File: src/rtl/spi_pkg.sv
// Shared definitions for the SPI master and slave-side blocks.
// Pure declarations: no logic, no latency.
// No handshake of its own.
package spi_pkg;

    // Transfer phase of the serial engine.
    typedef enum logic [1:0] {
        IDLE     = 2'd0,
        SETUP    = 2'd1,
        TRANSFER = 2'd2,
        HOLD     = 2'd3
    } spi_state_e;

    // SPI mode as {cpol, cpha}.
    localparam logic [1:0] MODE0 = 2'b00;
    localparam logic [1:0] MODE1 = 2'b01;
    localparam logic [1:0] MODE2 = 2'b10;
    localparam logic [1:0] MODE3 = 2'b11;

    // Per-transfer mode captured on accept.
    typedef struct packed {
        logic cpol;
        logic cpha;
    } spi_mode_t;

    // True when mosi should move on this SCLK edge; the other edge samples miso.
    function automatic logic drive_on_edge(input logic cpha, input logic leading);
        return cpha ? leading : ~leading;
    endfunction

endpackage

File: src/rtl/spi_master_gen_if.sv
// Start/response bus between the control logic and the SPI master.
// Pure wiring: no latency.
// start_valid/start_ready handshake; data_out/done are fire-and-forget.
interface spi_master_gen_if #(
    parameter int DATA_WIDTH = 16,
    parameter int SEL_W      = 2
);
    logic                  start_valid;
    logic                  start_ready;
    logic [DATA_WIDTH-1:0] data_in;
    logic [SEL_W-1:0]      ss_sel;
    logic                  cpol;
    logic                  cpha;
    logic                  busy;
    logic                  done;
    logic [DATA_WIDTH-1:0] data_out;

    // Control-logic side: issues requests, consumes results.
    modport master (
        output start_valid, data_in, ss_sel, cpol, cpha,
        input  start_ready, busy, done, data_out
    );

    // SPI engine side.
    modport slave (
        input  start_valid, data_in, ss_sel, cpol, cpha,
        output start_ready, busy, done, data_out
    );
endinterface

File: src/rtl/spi_clk_div.sv
// Half-period tick generator: one-cycle tick every CLK_DIV enabled cycles.
// First tick CLK_DIV cycles after clr; count holds while en is low.
// No backpressure; clr has priority over en.
module spi_clk_div #(
    parameter int CLK_DIV = 400
) (
    input  logic CLOCK_50,
    input  logic rst_n,
    input  logic clr,
    input  logic en,
    output logic tick
);
    localparam int            CW   = $clog2(CLK_DIV) + 1;
    localparam logic [CW-1:0] LAST = CW'(CLK_DIV - 1);

    logic [CW-1:0] cnt_q;

    // Count enabled cycles, wrapping after each tick; never free-runs when disabled.
    always_ff @(posedge CLOCK_50 or negedge rst_n) begin
        if (!rst_n) begin
            cnt_q <= '0;
        end else if (clr) begin
            cnt_q <= '0;
        end else if (en) begin
            cnt_q <= (cnt_q == LAST) ? '0 : cnt_q + CW'(1);
        end
    end

    assign tick = en && !clr && (cnt_q == LAST);

endmodule

File: src/rtl/spi_master_gen.sv
// Parametrised full-duplex SPI master, per-transfer CPOL/CPHA and slave select.
// done pulses (2*DATA_WIDTH+2)*CLK_DIV+1 cycles after accept.
// start_ready low from accept through the done cycle; requests are not queued.
module spi_master_gen #(
    parameter int DATA_WIDTH = 16,
    parameter int CLK_DIV    = 400,
    parameter int NUM_SLAVES = 4,
    parameter int SEL_W      = (NUM_SLAVES > 1) ? $clog2(NUM_SLAVES) : 1
) (
    input  logic                  CLOCK_50,
    input  logic                  rst_n,
    spi_master_gen_if.slave       bus,
    input  logic                  miso,
    output logic                  mosi,
    output logic                  sclk,
    output logic [NUM_SLAVES-1:0] ss_n
);
    import spi_pkg::*;

    localparam int             ECW       = $clog2(2 * DATA_WIDTH) + 1;
    localparam logic [ECW-1:0] LAST_EDGE = ECW'(2 * DATA_WIDTH - 1);

    spi_state_e            state_q, state_d;
    spi_mode_t             mode_q;
    logic [DATA_WIDTH-1:0] tx_q;
    logic [DATA_WIDTH-1:0] rx_q;
    logic [DATA_WIDTH-1:0] data_out_q;
    logic [ECW-1:0]        edge_q;
    logic                  busy_q;
    logic                  done_q;
    logic                  tick;
    logic                  accept;
    logic                  start_ready;
    logic                  leading;
    logic                  drive_en;
    logic                  sample_en;
    logic                  finish;
    logic [NUM_SLAVES-1:0] ss_dec;

    // Ready is withheld in the done cycle so a new accept lands one cycle later.
    assign start_ready = (state_q == IDLE) && !done_q;
    assign accept      = bus.start_valid && start_ready;

    assign bus.start_ready = start_ready;
    assign bus.busy        = busy_q;
    assign bus.done        = done_q;
    assign bus.data_out    = data_out_q;

    spi_clk_div #(
        .CLK_DIV (CLK_DIV)
    ) u_clk_div (
        .CLOCK_50 (CLOCK_50),
        .rst_n    (rst_n),
        .clr      (accept),
        .en       (state_q != IDLE),
        .tick     (tick)
    );

    // One-hot active-low select; out-of-range ss_sel leaves every line high.
    always_comb begin
        ss_dec = '1;
        for (int i = 0; i < NUM_SLAVES; i++) begin
            if (bus.ss_sel == SEL_W'(i)) begin
                ss_dec[i] = 1'b0;
            end
        end
    end

    // State register.
    always_ff @(posedge CLOCK_50 or negedge rst_n) begin
        if (!rst_n) begin
            state_q <= IDLE;
        end else begin
            state_q <= state_d;
        end
    end

    // Next state and per-tick strobes: which SCLK edges drive and which sample.
    always_comb begin
        state_d   = state_q;
        leading   = 1'b0;
        drive_en  = 1'b0;
        sample_en = 1'b0;
        finish    = 1'b0;
        case (state_q)
            IDLE: begin
                if (accept) begin
                    state_d = SETUP;
                end
            end
            SETUP: begin
                if (tick) begin
                    state_d = TRANSFER;
                end
            end
            TRANSFER: begin
                if (tick) begin
                    // Even edge count means the next toggle leaves the idle level.
                    leading = ~edge_q[0];
                    if (drive_on_edge(mode_q.cpha, leading)) begin
                        // cpha=0 has nothing left to shift after the final edge.
                        drive_en = (edge_q != LAST_EDGE);
                    end else begin
                        sample_en = 1'b1;
                    end
                    if (edge_q == LAST_EDGE) begin
                        state_d = HOLD;
                    end
                end
            end
            HOLD: begin
                if (tick) begin
                    finish  = 1'b1;
                    state_d = IDLE;
                end
            end
            default: state_d = IDLE;
        endcase
    end

    // Serial pins, selects and status flags.
    always_ff @(posedge CLOCK_50 or negedge rst_n) begin
        if (!rst_n) begin
            sclk   <= 1'b0;
            mosi   <= 1'b0;
            ss_n   <= '1;
            busy_q <= 1'b0;
            done_q <= 1'b0;
            mode_q <= '0;
            edge_q <= '0;
        end else begin
            done_q <= 1'b0;
            if (accept) begin
                mode_q <= '{cpol: bus.cpol, cpha: bus.cpha};
                sclk   <= bus.cpol;
                ss_n   <= ss_dec;
                busy_q <= 1'b1;
                edge_q <= '0;
                // cpha=0 must present the MSB before the first (sampling) edge.
                if (!bus.cpha) begin
                    mosi <= bus.data_in[DATA_WIDTH-1];
                end
            end
            if (state_q == TRANSFER && tick) begin
                sclk   <= ~sclk;
                edge_q <= edge_q + ECW'(1);
            end
            if (drive_en) begin
                mosi <= tx_q[DATA_WIDTH-1];
            end
            if (finish) begin
                sclk   <= mode_q.cpol;
                ss_n   <= '1;
                busy_q <= 1'b0;
                done_q <= 1'b1;
            end
        end
    end

    // Transmit and receive shift registers plus the held result word.
    always_ff @(posedge CLOCK_50 or negedge rst_n) begin
        if (!rst_n) begin
            tx_q       <= '0;
            rx_q       <= '0;
            data_out_q <= '0;
        end else begin
            if (accept) begin
                // With cpha=0 the MSB is already on mosi, so queue the rest.
                tx_q <= bus.cpha ? bus.data_in : {bus.data_in[DATA_WIDTH-2:0], 1'b0};
                rx_q <= '0;
            end
            if (drive_en) begin
                tx_q <= {tx_q[DATA_WIDTH-2:0], 1'b0};
            end
            if (sample_en) begin
                rx_q <= {rx_q[DATA_WIDTH-2:0], miso};
            end
            if (finish) begin
                data_out_q <= rx_q;
            end
        end
    end

endmodule
File: src/flat_wrapper.sv
// flat-port wrapper written by rule: the top's interface ports become plain ports
module spi_master_gen_flat import spi_pkg::*;
#(
    parameter int DATA_WIDTH = 16,
    parameter int CLK_DIV    = 400,
    parameter int NUM_SLAVES = 4,
    parameter int SEL_W      = (NUM_SLAVES > 1) ? $clog2(NUM_SLAVES) : 1
)
  (CLOCK_50, rst_n, miso, mosi, sclk, ss_n, bus_start_valid, bus_data_in, bus_ss_sel, bus_cpol, bus_cpha, bus_start_ready, bus_busy, bus_done, bus_data_out);
  spi_master_gen_if #(.DATA_WIDTH(DATA_WIDTH), .SEL_W(SEL_W)) bus_i ();
  input  logic CLOCK_50;
  input  logic rst_n;
  input  logic miso;
  output logic mosi;
  output logic sclk;
  output logic [NUM_SLAVES-1:0] ss_n;
  input wire logic [$bits(bus_i.start_valid)-1:0] bus_start_valid;
  input wire logic [$bits(bus_i.data_in)-1:0] bus_data_in;
  input wire logic [$bits(bus_i.ss_sel)-1:0] bus_ss_sel;
  input wire logic [$bits(bus_i.cpol)-1:0] bus_cpol;
  input wire logic [$bits(bus_i.cpha)-1:0] bus_cpha;
  output wire logic [$bits(bus_i.start_ready)-1:0] bus_start_ready;
  output wire logic [$bits(bus_i.busy)-1:0] bus_busy;
  output wire logic [$bits(bus_i.done)-1:0] bus_done;
  output wire logic [$bits(bus_i.data_out)-1:0] bus_data_out;
  assign bus_i.start_valid = bus_start_valid;
  assign bus_i.data_in = bus_data_in;
  assign bus_i.ss_sel = bus_ss_sel;
  assign bus_i.cpol = bus_cpol;
  assign bus_i.cpha = bus_cpha;
  assign bus_start_ready = bus_i.start_ready;
  assign bus_busy = bus_i.busy;
  assign bus_done = bus_i.done;
  assign bus_data_out = bus_i.data_out;
  spi_master_gen #(.DATA_WIDTH(DATA_WIDTH), .CLK_DIV(CLK_DIV), .NUM_SLAVES(NUM_SLAVES), .SEL_W(SEL_W)) u_core (.CLOCK_50(CLOCK_50), .rst_n(rst_n), .bus(bus_i), .miso(miso), .mosi(mosi), .sclk(sclk), .ss_n(ss_n));
endmodule
File: config.mk
export PLATFORM = sky130hd
export DESIGN_NAME = spi_master_gen_flat
export DESIGN_NICKNAME = d
export VERILOG_FILES = /design/src/rtl/spi_pkg.sv /design/src/rtl/spi_master_gen_if.sv /design/src/rtl/spi_clk_div.sv /design/src/rtl/spi_master_gen.sv /design/src/flat_wrapper.sv
export SDC_FILE = /design/constraint.sdc
export NUM_CORES = 1
export LEC_CHECK = 0
export CORE_MARGIN = 5
export CORE_UTILIZATION = 50
export DETAILED_ROUTE_END_ITERATION = 10
export PLACE_DENSITY = 0.73
export REMOVE_ABC_BUFFERS = 1
export SYNTH_ARGS = -nofsm -noshare
export SYNTH_HDL_FRONTEND = slang
export SYNTH_HIERARCHICAL = 1
export SYNTH_SLANG_ARGS = --single-unit
File: constraint.sdc
create_clock -name CLOCK_50 -period 4.8 [get_ports CLOCK_50]
set_input_delay 0.48 -clock CLOCK_50 [delete_from_list [all_inputs] [get_ports CLOCK_50]]
set_output_delay 0.48 -clock CLOCK_50 [all_outputs]
set_load 0.005 [all_outputs]
## Word level (Yosys, flattened, before mapping)

Cells that the tools add are included.
W data, S select, Z words.

| storage, ports and cells | value |
|---|---|
| bits in registers | 76 |
| input port bits | 24 |
| output and inout port bits | 25 |
| logic and storage cells | 90 |

| cells by class | value |
|---|---|
| $add $sub $neg | 2 |
| equality and inequality tests | 15 |
| mux-type cells | 40 |
| bitwise gates (word level) | 2 |
| reduce and logical (&&, ||, !) cells | 18 |

Operators by type and width:

| operator | number |
|---|---|
| $mux W16 | 5 |
| $mux W10 | 3 |
| $mux W1 | 22 |
| $mux W6 | 2 |
| $reduce_bool A2 Y1 | 6 |
| $add A10 B1 Y10 const B | 1 |
| $eq A10 B9 Y1 const B | 1 |
| $mux W2 | 5 |
| $ne A2 B1 Y1 const B | 5 |
| $eq A2 B2 Y1 const B | 4 |
| $mux W4 | 2 |
| $pmux W2 S4 | 1 |
| $add A6 B1 Y6 const B | 1 |
| $eq A6 B5 Y1 const B | 1 |
| $ne A6 B5 Y1 const B | 1 |
| $logic_and A1 B1 Y1 | 5 |
| $reduce_and A5 Y1 | 1 |
| $eq A2 B1 Y1 const B | 2 |
| $logic_not A2 Y1 | 2 |
| $reduce_bool A3 Y1 | 1 |
| $logic_not A1 Y1 | 2 |
| $ne A2 B2 Y1 const B | 1 |
| $not A1 Y1 | 2 |
| $reduce_and A2 Y1 | 1 |

## Longest topological paths before layout

| depth | value |
|---|---|
| depth in word-level cells | 10 |
| mapped depth | 13 |
| depth with buffers taken out | 10 |

## Hierarchy

Netlist, hierarchy kept.

By module, submodules not included:

| module | times used | cells an instance | area an instance (µm²) | seq. area each (µm²) |
|---|---|---|---|---|
| spi_master_gen | 1 | 302 | 3084.2 | 1656.6 |
| spi_clk_div | 1 | 64 | 603.1 | 250.2 |

## Worst setup path before layout

No wires, ideal clock.

| timing | value |
|---|---|
| kind | reg2reg |
| start point | register u_core.state_q[0] |
| end point | register u_core.state_q[1] |
| setup time | 127 ps |
| arrival time | 2115 ps |
| required time | 4673 ps |
| slack | 2558 ps |
| cell stages (with the launch flop) | 11 |
| path buffers | 1 |
| clock period less this slack | 2242 ps |
| cells stage by stage | dfrtp_1 -> inv_1 -> ha_1 -> nand3b_4 -> inv_1 -> buf_2 -> nor2b_1 -> and2_1 -> or2_2 -> nand3_1 -> mux2_1 |

| between the ends | value |
|---|---|
| word-level cells in the longest chain between the ends | 8 |
| elaborated cells between the ends (all ways) | 17 |
| those cells by class | 8 x eq/ne; 1 x mux; 8 x reduce/logical |

RTL lines:

| item | RTL line | RTL |
|---|---|---|
| start, declared | spi_master_gen.sv:23 | `spi_state_e state_q, state_d;` |
| start signal, assigned | spi_master_gen.sv:74 | `state_q <= state_d;` |
| $logic_not A2 Y1 * | spi_master_gen.sv:41 | `assign start_ready = (state_q == IDLE) && !done_q;` |
| $logic_and A1 B1 Y1 * | spi_master_gen.sv:41 |  |
| $logic_and A1 B1 Y1 * | spi_master_gen.sv:42 | `assign accept = bus.start_valid && start_ready;` |
| named net u_core.accept | spi_master_gen.sv:32 | `logic accept;` |
| $logic_not A1 Y1 * | spi_clk_div.sv:29 | `assign tick = en && !clr && (cnt_q == LAST);` |
| $logic_and A1 B1 Y1 * (2 in series) | spi_clk_div.sv:29 |  |
| named net u_core.tick | spi_master_gen.sv:31 | `logic tick;` |
| $ne A2 B1 Y1 (no line) | n/a |  |
| $reduce_and A5 Y1 (no line) * | n/a |  |

The timed path passes the listed nets; every way through them passes the cells marked *.
A chain may end at the register's enable or synchronous reset.

## Worst setup path after layout

| timing | value |
|---|---|
| start point | register u_core.state_q[0] |
| end point | register u_core.sclk |

| between the ends | value |
|---|---|
| word-level cells in the longest chain between the ends | 9 |
| elaborated cells between the ends (all ways) | 15 |
| those cells by class | 2 x eq/ne; 4 x mux; 9 x reduce/logical |

RTL lines:

| item | RTL line | RTL |
|---|---|---|
| $logic_not A2 Y1 | spi_master_gen.sv:41 |  |
| $logic_and A1 B1 Y1 | spi_master_gen.sv:41 |  |
| $logic_and A1 B1 Y1 | spi_master_gen.sv:42 |  |
| $logic_not A1 Y1 | spi_clk_div.sv:29 |  |
| $logic_and A1 B1 Y1 * (2 in series) | spi_clk_div.sv:29 |  |
| named net u_core.tick | spi_master_gen.sv:31 |  |
| $mux W1 * | spi_master_gen.sv:112 | `if (tick) begin` |
| $mux W1 * | spi_master_gen.sv:85 | `case (state_q)` |
| named net u_core.finish | spi_master_gen.sv:37 | `logic finish;` |
| $reduce_bool A3 Y1 (no line) or $mux W1 (tied branches) | n/a |  |
| end signal, assigned | spi_master_gen.sv:135 | `sclk <= bus.cpol;` |
| end signal, assigned | spi_master_gen.sv:145 | `sclk <= ~sclk;` |
| end signal, assigned | spi_master_gen.sv:152 | `sclk <= mode_q.cpol;` |
| end, declared | spi_master_gen.sv:15 | `output logic sclk,` |

Marks and branches as above.

==> reports/summary.txt <==
Status - completed
Global-route wire length before repair - 12000 um
Antenna Nets Post-Route - 0
Crit-path cells - inv_1 > ha_1 > nand3b_4 > inv_1 > nor2b_1 > and2_1 > nand2_1 > inv_1 > a211oi_1 > a21o_1
Area taken by multi-input logic gates - 0.00164 sq mm
Wirelength per Cell - 13.5 um
Register area share after synthesis - 51.7%
Syn. warnings - 6
Number of synthesized register bits - 76
CP max-delay cell - nand2_1
Final slew viol count - 0
Fmax - 0.329 GHz
Die height - 95.9 um
Final hold viol count - 0
IO buf count - 48
H-tree depth - 3
Post-CTS setup buffer count - 0
Design area - 0.00442 sq mm
Clock latency on the worst-skew pair - 340 ps
Remaining DRCs - 0
Via/cell ratio - 5.33
Hold crit path type - primary input to async pin
Final setup vio count - 0
Net count, final - 438
Top-level I/O count - 49
Pwr dens - 279 mW/mm^2
R2R cell count - 10
Pin count of the biggest net entering global routing - 77
Worst Tran Pin Value - 934 ps
Buf/Inv on CP - 3
Cell Int Power - 0.973 mW
Routability cong. - 0.786
GRT overflow - 0
Clock-pin slew on the worst setup and hold paths - 80 ps
Sequential share of power - 52.0%
Max_cap viols - 0
Biggest fanout along the worst timing path - 54
Clock buffer depth - 2
Synth cell types - 50
Setup crit end kind - flip-flop
Layout area overhead - 19.7%
Switching Fraction - 21.0%
Vias in the first global route - 2602
TritonCTS Buffers - 9
CTS tree - built
Starting density of the core - 51.1%
Synthesized area per cell - 10.1 sq um
TNS Setup - 0 ps
Combinational Power Share - 3.7%
Maximum VDD drop - 0.157 mV
Placement Rows - 31
1st-iter DRT viols - 116
Root Driver - clkbuf_8
GRT Overall Usage - 16.4%
Crit path DAT - 3320 ps
CTS sink count - 76
Mapped Cells - 366
Crit path kind - flip-flop to flip-flop
Placed cell area - 0.00419 sq mm
Layout cells sized above 1 - 15.3%
RR Startpoint - u_core/state_q[0]$_DFFE_PN0P_
Final HPWL DP - 4590 um
R2r setup slk - 1760 ps
# hold bufs at CTS - 0
Initial antenna violation count - 0
Delay-heaviest family, CP - simple AND/OR/NAND/NOR gates
CP required - 5080 ps
Net Sw Power - 0.259 mW
DR vias - 2729
Post-Syn Area - 0.00369 sq mm
Clock share of power - 44.3%
Min Tclk post-route - 3040 ps
Post-cts resize count - 0
Reg-to-reg critical path endpoint - u_core/sclk$_DFFE_PN0P_
Die Area - 0.00919 sq mm
Power Total - 1.23 mW
RSZ-0062 raised after global routing - false
Skew final - 8.07 ps
Core Area - 0.00721 sq mm
Critical path's largest stage delay - 650 ps
Final WL - 6940 um
Die width - 95.9 um
# fillers - 630
CP startpoint - u_core/state_q[0]$_DFFE_PN0P_
Commonest non-fill, non-tap cell in the layout - dfrtp_1
Antenna cells - 0
Seq. cell area - 0.00191 sq mm
Crit start category - flip-flop
Critical Path Most Common Cell - inv_1
Final cycle utilization of the critical path - 63.3%
Slew HR - 37.8%
First drt pass iteration count - 4
Lkg Pwr - 2.00 nW
Most frequent cells in the layout - dfrtp_1 (72), nand2_1 (68), clkdlybuf4s50_1 (47)
==> registers in the layout (all words and copies together) (netlist names), 2 cells and up <==
| register | count |
|---|---|
| u_core/state_q | 2 |
| u_core/ss_n | 4 |
| u_core/bus.data_out | 16 |
| u_core/edge_q | 6 |
| u_core/u_clk_div/cnt_q | 10 |
| u_core/rx_q | 16 |
| u_core/tx_q | 16 |
| u_core/mode_q | 2 |
==> stage by stage <==
stage	worst slack (ps)	cells	hold slack, ps	utilization [%]
final	1760	512	257	61.2
after global routing	1380	512	363	61.2
after CTS	1750	512	314	61.2
after detailed placement	1520	496	461	58.1
after global placement	1590	496	461	58.1
after floorplan	1910	347	184	-
==> final cells by class <==
class                   instances  area share, %
repair buffers                 50           11.2
well taps                      99           2.81
flip-flops and latches         76           43.2
inverters                       8          0.680
multi-input cells             263           37.0
clock buffers                  11           3.20
clock inverters                 5           1.93
==> cell usage after synthesis (all sizes together) <==
cell type / instances / area (sq um)
o211a: 1 / 17.5
buf: 13 / 91.3
nand3: 6 / 30.0
a31oi: 3 / 18.8
a21oi: 19 / 95.1
xor2: 3 / 33.8
nor2: 33 / 126
a211oi: 2 / 15.0
and2: 2 / 12.5
nor3b: 3 / 22.5
o211ai: 1 / 7.51
or3: 3 / 18.8
o31ai: 3 / 36.3
or2: 1 / 6.26
or3b: 2 / 17.5
mux2i: 16 / 160
inv: 8 / 30.0
nand2b: 1 / 6.26
nand2: 68 / 255
o21ai: 51 / 304
dfrtp: 72 / 1800
o41ai: 1 / 8.76
a311o: 1 / 11.3
a22oi: 2 / 20.0
o41a: 1 / 11.3
nor4: 1 / 6.26
and3: 2 / 12.5
a21o: 1 / 7.51
nand3b: 1 / 20.0
clkbuf: 6 / 23.8
dfstp: 4 / 105
or4: 1 / 11.3
ha: 6 / 75.1
nor2b: 1 / 6.26
nor3: 3 / 20.0
o2bb2ai: 1 / 8.76
mux2: 17 / 191
o32a: 1 / 10.0
nand4: 5 / 31.3
==> cells by family (layout without fill, tap and decap cells) <==
logic type	count (synthesis)	in the layout	share of synthesized area, %
simple gates	133	133	16.4
buf+inv	27	74	3.94
flops	76	76	51.7
compound gates	88	88	15.5
mux	33	33	9.53
fa+ha+maj	6	6	2.04
xor+xnor	3	3	0.916
==> worst max-delay path by stage <==
stage / endpoint / depth (start not counted)
floorplan: u_core/rx_q[0]$_DFFE_PN0P_ / 9
detailed placement: u_core/sclk$_DFFE_PN0P_ / 9
global placement: u_core/sclk$_DFFE_PN0P_ / 9
CTS: u_core/sclk$_DFFE_PN0P_ / 10
global route: u_core/sclk$_DFFE_PN0P_ / 10
finish: u_core/sclk$_DFFE_PN0P_ / 10
==> power by group through the flow <==
stage | Combinational [mW] | Sequential [mW] | Clock (mW)
2_1_floorplan | 0.00868 | 0.653 | 0
3_3_place_gp | 0.0472 | 0.652 | 0
3_5_place_dp | 0.0472 | 0.652 | 0
4_1_cts | 0.0474 | 0.640 | 0.558
5_1_grt | 0.0519 | 0.640 | 0.587
6_report | 0.0458 | 0.640 | 0.546
==> metal layers <==
layer	part of all wire (%)	vias up	GRT usage, %
li1	-	1354	-
met3	2.5	7	3.05
met1	50	1317	22.3
met2	47	51	25.9
met4	1.1	0	6.87
met5	0	-	0
Note: power is estimated with default switching activity, not from simulation.
